## config.mk

```make
export PLATFORM = sky130hd
export DESIGN_NAME = timer_dev
export DESIGN_NICKNAME = d
export VERILOG_FILES = /design/src/rtl/timer_pkg.sv /design/src/rtl/timer_dev.sv
export SDC_FILE = /design/constraint.sdc
export NUM_CORES = 1
export LEC_CHECK = 0
export ABC_AREA = 1
export CORE_ASPECT_RATIO = 1.1
export CORE_UTILIZATION = 30
export DETAILED_ROUTE_END_ITERATION = 8
export PLACE_DENSITY = 0.64
export SLEW_MARGIN = 20
export SYNTH_ARGS = -nofsm -noshare
export SYNTH_HDL_FRONTEND = slang
export SYNTH_SLANG_ARGS = --single-unit
export TNS_END_PERCENT = 50
```

## constraint.sdc

```tcl
create_clock -name clk -period 2.8 [get_ports clk]
set_clock_uncertainty 0.2 [all_clocks]
set_input_delay 0.42 -clock clk [delete_from_list [all_inputs] [get_ports clk]]
set_output_delay 0.42 -clock clk [all_outputs]
set_load 0.03 [all_outputs]
```

## src/rtl/timer_pkg.sv

```systemverilog
// Shared constants for the timer_dev countdown timer peripheral:
// register offsets, CTRL field positions, MODE values and FSM states.
package timer_pkg;

  // Byte offsets within the 16-byte register window
  localparam logic [3:0] CTRL_OFF   = 4'h0;
  localparam logic [3:0] PRESET_OFF = 4'h4;
  localparam logic [3:0] COUNT_OFF  = 4'h8;

  // CTRL field positions
  localparam int unsigned CTRL_EN_BIT   = 0;
  localparam int unsigned CTRL_MODE_LSB = 1;
  localparam int unsigned CTRL_IM_BIT   = 3;

  // MODE values; anything other than MODE_RELOAD behaves as one-shot
  localparam logic [1:0] MODE_ONESHOT = 2'd0;
  localparam logic [1:0] MODE_RELOAD  = 2'd1;

  typedef enum logic [1:0] {
    ST_IDLE = 2'd0,
    ST_LOAD = 2'd1,
    ST_CNT  = 2'd2,
    ST_INT  = 2'd3
  } state_e;

endpackage

```

## src/rtl/timer_dev.sv

```systemverilog
// Memory-mapped countdown timer with one-shot (level IRQ until acknowledged)
// and auto-reload (one-cycle periodic IRQ pulse) modes.
module timer_dev
  import timer_pkg::*;
#(
  parameter logic [31:0] BASE_ADDR = 32'h0000_7F00
) (
  input  logic        clk,
  input  logic        reset_n,
  input  logic [31:0] addr,
  input  logic        we,
  input  logic [31:0] wdata,
  output logic [31:0] rdata,
  output logic        irq
);

  logic        ctrl_en;
  logic [1:0]  ctrl_mode;
  logic        ctrl_im;
  logic [31:0] preset;
  logic [31:0] count;
  logic        irq_pending;
  state_e      state;

  logic        hit;
  logic [3:0]  word_off;
  logic        ctrl_wr;
  logic        preset_wr;
  logic [31:0] ctrl_rd;

  // Address decode; byte-lane bits [1:0] are masked off
  always_comb begin
    hit       = (addr[31:4] == BASE_ADDR[31:4]);
    word_off  = addr[3:0] & 4'b1100;
    ctrl_wr   = we && hit && (word_off == CTRL_OFF);
    preset_wr = we && hit && (word_off == PRESET_OFF);
  end

  // Read mux and masked interrupt output
  always_comb begin
    ctrl_rd                          = '0;
    ctrl_rd[CTRL_EN_BIT]             = ctrl_en;
    ctrl_rd[CTRL_MODE_LSB +: 2]      = ctrl_mode;
    ctrl_rd[CTRL_IM_BIT]             = ctrl_im;
    rdata = '0;
    if (hit) begin
      case (word_off)
        CTRL_OFF:   rdata = ctrl_rd;
        PRESET_OFF: rdata = preset;
        COUNT_OFF:  rdata = count;
        default:    rdata = '0;
      endcase
    end
    irq = irq_pending & ctrl_im;
  end

  // Register file and countdown FSM
  always_ff @(posedge clk or negedge reset_n) begin
    if (!reset_n) begin
      ctrl_en     <= 1'b0;
      ctrl_mode   <= MODE_ONESHOT;
      ctrl_im     <= 1'b0;
      preset      <= '0;
      count       <= '0;
      irq_pending <= 1'b0;
      state       <= ST_IDLE;
    end else begin
      if (preset_wr) preset <= wdata;
      // Software acknowledge; a hardware set later in this block overrides it
      if (ctrl_wr || preset_wr) irq_pending <= 1'b0;

      case (state)
        ST_IDLE: begin
          if (ctrl_en) state <= ST_LOAD;
        end
        ST_LOAD: begin
          count <= preset;
          state <= ST_CNT;
        end
        ST_CNT: begin
          if (!ctrl_en) begin
            state <= ST_IDLE;
          end else if (count > 32'd1) begin
            count <= count - 32'd1;
          end else begin
            count       <= '0;
            irq_pending <= 1'b1;
            state       <= ST_INT;
          end
        end
        ST_INT: begin
          if (ctrl_mode == MODE_RELOAD) begin
            irq_pending <= 1'b0;
            state       <= ST_LOAD;
          end else begin
            ctrl_en <= 1'b0;
            state   <= ST_IDLE;
          end
        end
        default: state <= ST_IDLE;
      endcase

      // CPU CTRL write placed last so it overrides the one-shot EN clear
      if (ctrl_wr) begin
        ctrl_en   <= wdata[CTRL_EN_BIT];
        ctrl_mode <= wdata[CTRL_MODE_LSB +: 2];
        ctrl_im   <= wdata[CTRL_IM_BIT];
      end
    end
  end

endmodule
```

After elaboration in Yosys (flattened, before gate mapping)
Index checks and enable logic that the tools add are counted.
{ "classes": {"n_reduce_logical": 11, "eq_ne": 11, "n_lt_le_gt_ge": 1, "muxes": 18, "n_addsub": 1, "n_bitwise": 1} }
{ "op_table": {"columns": ["operator", "count"], "rows": [
  ["2-to-1 mux 32 bit", 3],
  ["case mux 32 bit (3 select lines)", 1],
  ["case mux 32 bit (2 select lines)", 1],
  ["> comparator 32 x 1 -> 1 bit (second input constant)", 1],
  ["subtractor 32 x 1 -> 32 bit (second input constant)", 1],
  ["== test 28 x 11 -> 1 bit (second input constant)", 1],
  ["2-to-1 mux 1 bit", 8],
  ["case mux 2 bit (4 select lines)", 1],
  ["== test 2 x 1 -> 1 bit (second input constant)", 3],
  ["== test 2 bit (second input constant)", 3],
  ["2-to-1 mux 2 bit", 3],
  ["inequality test 2 bit (second input constant)", 3],
  ["AND reduction 2 bit", 3],
  ["logical NOT 4 bit", 1],
  ["nonzero test 2 bit", 2],
  ["logical AND 1 bit", 3],
  ["inequality test 3 bit (second input constant)", 1],
  ["logical NOT 2 bit", 1],
  ["case mux 1 bit (2 select lines)", 1],
  ["AND 1 bit", 1],
  ["logical OR 1 bit", 1]
]} }
{ "totals": {"elab_cells": 50, "input_bits": 67, "reg_bits": 71} }

Depth between registers and ports, before layout
{ "depth": {"depth_word": 8, "depth_mapped": 13, "mapped_depth_nobuf": 13} }

Least setup slack after synthesis
OpenSTA, ideal clock, no wires.
{ "synth_path": {"kind": "input port to output port", "start": "input addr[2]", "end": "output rdata[21]", "cell_stages": 5, "arrival_time_ns": 1.647, "setup_slack_ns": 0.533, "path_buffers": 2, "path_cell_list": "inv_1 -> clkbuf_1 -> clkbuf_1 -> nand3_1 -> a21oi_1"} }
{ "synth_via": {"elab_chain_cells": 3, "elab_cells_between_ends": 5, "classes_between": "eq/ne: 2; mux: 2; reduce/logical: 1"} }
{ "synth_rtl": {"columns": ["item", "line_no", "rtl"], "rows": [
  ["start: declaration", "timer_dev.sv:10", "input logic [31:0] addr,"],
  ["== test 2 bit (tied with other cells)", "timer_dev.sv:47", "case (word_off)"],
  ["case mux 32 bit (3 select lines) *", "timer_dev.sv:47", null],
  ["2-to-1 mux 32 bit *", "timer_dev.sv:46", "if (hit) begin"],
  ["end: declaration", "timer_dev.sv:13", "output logic [31:0] rdata,"]
]} }
Every way passes the cells marked *; elsewhere a longest branch is shown, timed or not.

Worst setup path in the final report
{ "layout_path": {"start": "input addr[7]", "end": "output rdata[21]"} }
{ "layout_via": {"elab_chain_cells": 2} }
{ "layout_rtl": {"columns": ["item", "line_no", "rtl"], "rows": [
  ["== test 28 x 11 -> 1 bit", "timer_dev.sv:33", "hit = (addr[31:4] == BASE_ADDR[31:4]);"],
  ["2-to-1 mux 32 bit", "timer_dev.sv:46", null]
]} }
Every way passes these cells.

==> metrics.cfg <==
[status]
run_status=finished, final reports clean

[power_and_ir_drop]
p_sw_share_pct=21.50
p_switching_uw=502.1
p_int_mw=1.833
seqPwrFrac_pct=43.9
vdd_drop_max_mv=0.2738
pwr-share-clk_pct=49.3
p_leak_nw=3.022
power-per-cell-area_nw_per_um2=377.6
combPwrFrac_pct=6.8

[yosys]
syn_nets=780
synthTopCellsByArea=dfrtp_1 37%, nand2_1 20%, inv_1 5.9%, nand3_1 5.8%, nor2_1 5.5%
yosysUniqueCellTypes=30
syn_area_um2=4743
yosysMostFrequentCell=nand2_1
synth-seq-area-share_pct=37.46
synth_top_cell_area_share_pct=37.46
synth_area_per_cell_um2=6.671
synth_common_cells=250 x nand2_1, 75 x inv_1, 71 x dfrtp_1
synth_seq_cells=71
yosys.area.top_type=dfrtp_1
yosys_warnings=0
async_flop_share_pct=100.0
synthFlopType=dfrtp_1
synth-edff-count=0
syn-instance-count=711

[job]
cap_violations=0

[floorplan]
die_w_um=121.9
rows=47
fp.dieArea_um2=16320
die_h_um=133.9
core-area_um2=15230
initial_core_util_pct=31.14
ios=100

[grt]
grt_pass1_vias=4613
overflow=0
antenna_found_initial=0
grt_max_degree=51
grt_pass1_wl_mm=22.69
grt_util_all_layers_pct=17.66

[finish]
drive_above_1_share_pct=12.00
fin_util_pct=40.61
layout.nets=872
num-fill-cells=1604
n_antenna_cell=0
area_growth_pct=30.39
final_cell_area_um2=6185

[place]
hpwlAfterDp_mm=10.11
dpl_cell_area_um2=5882
io_buffers=97
place.gp.congestion=0.8864

[timing]
finalHoldViolCount=0
finalCritPeriodShare_pct=95.30
max_slew_margin_pct=44.79
max_freq_mhz=374.8
grt_setup_unrepaired=yes
finalCriticalPeriod_ps=2668
finalSetupViolCount=0
drv_slew=0
tightest_slew_ps=827.2

[clock_network]
cts_tree=built
cts_resized=0
clk_latency_ps=330
clock_sinks=71
h-tree-depth=3
cts-root-buf=clkbuf_16
clockBufferDepth=2
cts_made_buffers=9
clk_pin_slew_ps=50

[setup_path]
crit_chain=clkdlybuf4s50_1 -> nor2_1 -> nand2_1 -> nor2_1 -> nand2_1 -> nor2_2 -> inv_1 -> buf_12 -> a21oi_1 -> buf_4
reg2reg_depth=12
cpPeakStageDelay_ps=400
crit_path_end_kind=output port
cp_slowest_cell=clkdlybuf4s50_1
required_ps=2180
crit_fanout=32
criticalPathCategory=primary input to output port
cp_num_buf_inv=4
crit_cells=10
arrival_ps=2050
critical_path.top_delay_family=buffers and inverters
worst_setup_path_start_kind=primary input

[drt]
num_vias=4703
drc=0
finalWirelength_mm=13.32
first_pass_iters=6
met1_length_mm=6.090
ant_nets=0
wire_per_inst_um=13.26
top_layer=met4
met3WireLength_um=660
route.met2.wl_mm=6.324
first_iter_violations=326
vias_per_cell=4.684

[hold_path]
hold_path.class=flop to flop
hold-path-cell-count=2

==> what timing repair did <==
action | CTS | global route
hold buffers | 1 | 0
hold endpoints to repair | 21 | 0
buffers inserted | 0 | 0
setup endpoints to repair | 0 | 5
==> per-layer routing <==
metal,up-vias,global-route usage [%]
met2,140,28.91
met3,15,3.741
met1,2119,23.16
met5,-,0
li1,2429,-
met4,0,5.281
==> worst register-to-register path: stages, from the launching register on <==
cell and delay [ps]:
dfrtp_1 420, inv_1 100, ha_1 250, nand2_4 120, nor2_4 70, nand2_4 110
nand2_4 80, a21oi_4 330, buf_4 260, nand2_1 70, nand2_1 60, nand2_1 40
o21ai_0 70
==> metrics by stage <==
| stage | power [mW] | TNS [ps] | worst slack, ps | instances | hold slack [ps] |
|---|---|---|---|---|---|
| after floorplan | 1.077 | 0 | 532.8 | 711 | -75.59 |
| after global placement | 1.205 | 0 | 142.1 | 987 | 234.3 |
| after detailed placement | 1.206 | 0 | 136.6 | 987 | 237.3 |
| after CTS | 2.361 | 0 | 135.5 | 1004 | 300.2 |
| after global routing | 2.419 | -224.0 | -76.89 | 1004 | 331.1 |
| final | 2.335 | 0 | 131.6 | 1004 | 295.2 |
==> cells in the final DEF (no fill, tap or decap), types with 4 or more instances in the layout <==
cell type	instances
xor2_1	12
nor2_4	6
a31oi_1	8
nor2_1	68
clkbuf_16	9
clkdlybuf4s50_1	64
nand4_1	8
nand2_4	5
xnor2_1	4
dfrtp_1	71
nand2_2	4
inv_1	75
a21oi_1	36
o21ai_0	41
buf_12	5
o21ai_2	7
nand3_1	54
nand2_1	250
nor2_2	9
o21ai_1	9
buf_4	41
==> registers in the layout (all words and copies together), names as in the netlist <==
name / count
preset: 32
ctrl_mode: 2
ctrl_en: 1
count: 32
ctrl_im: 1
state: 2
irq_pending: 1
==> path summary, 6_finish.rpt <==
path / start / end / slack [ps]
max in group asynchronous: reset_n / preset[24]$_DFFE_PN0P_ / 1350
worst min-delay path: preset[1]$_DFFE_PN0P_ / preset[1]$_DFFE_PN0P_ / 300
worst max-delay path: addr[7] / rdata[21] / 130
min in group asynchronous: reset_n / preset[4]$_DFFE_PN0P_ / 400
worst min register to register: preset[1]$_DFFE_PN0P_ / preset[1]$_DFFE_PN0P_ / 300
worst max register to register: count[0]$_DFFE_PN0P_ / count[17]$_DFFE_PN0P_ / 530
==> cells by family (layout without fill, tap and decap cells) <==
logic type / after synthesis / in the layout / share of synthesized area, %
flip-flops: 71 / 71 / 37.46
AO/OA/AOI/OAI: 109 / 109 / 13.11
buffers and inverters: 107 / 204 / 9.549
XOR/XNOR: 16 / 16 / 2.954
adder cells (fa/ha/maj): 2 / 2 / 0.5275
AND/OR/NAND/NOR: 406 / 406 / 36.40
==> cell type report <==
class                      count  area [um2]  area share, %
multi-input combinational    533        2521          40.76
sequential                    71        1777          28.73
timing repair buffer         112        1064          17.20
inverter                      76       285.3          4.613
clock buffer                  13       250.2          4.046
tap                          196       245.2          3.965
clock inverter                 3       42.54         0.6878
==> power groups by stage <==
stage / sequential, mW / clock [mW] / combinational [mW]
2_1_floorplan: 1.05 / 0 / 0.0323
3_3_place_gp: 1.04 / 0 / 0.160
3_5_place_dp: 1.04 / 0 / 0.161
4_1_cts: 1.03 / 1.17 / 0.162
5_1_grt: 1.03 / 1.22 / 0.176
6_report: 1.03 / 1.15 / 0.159
Power figures use the tool's default switching activity.
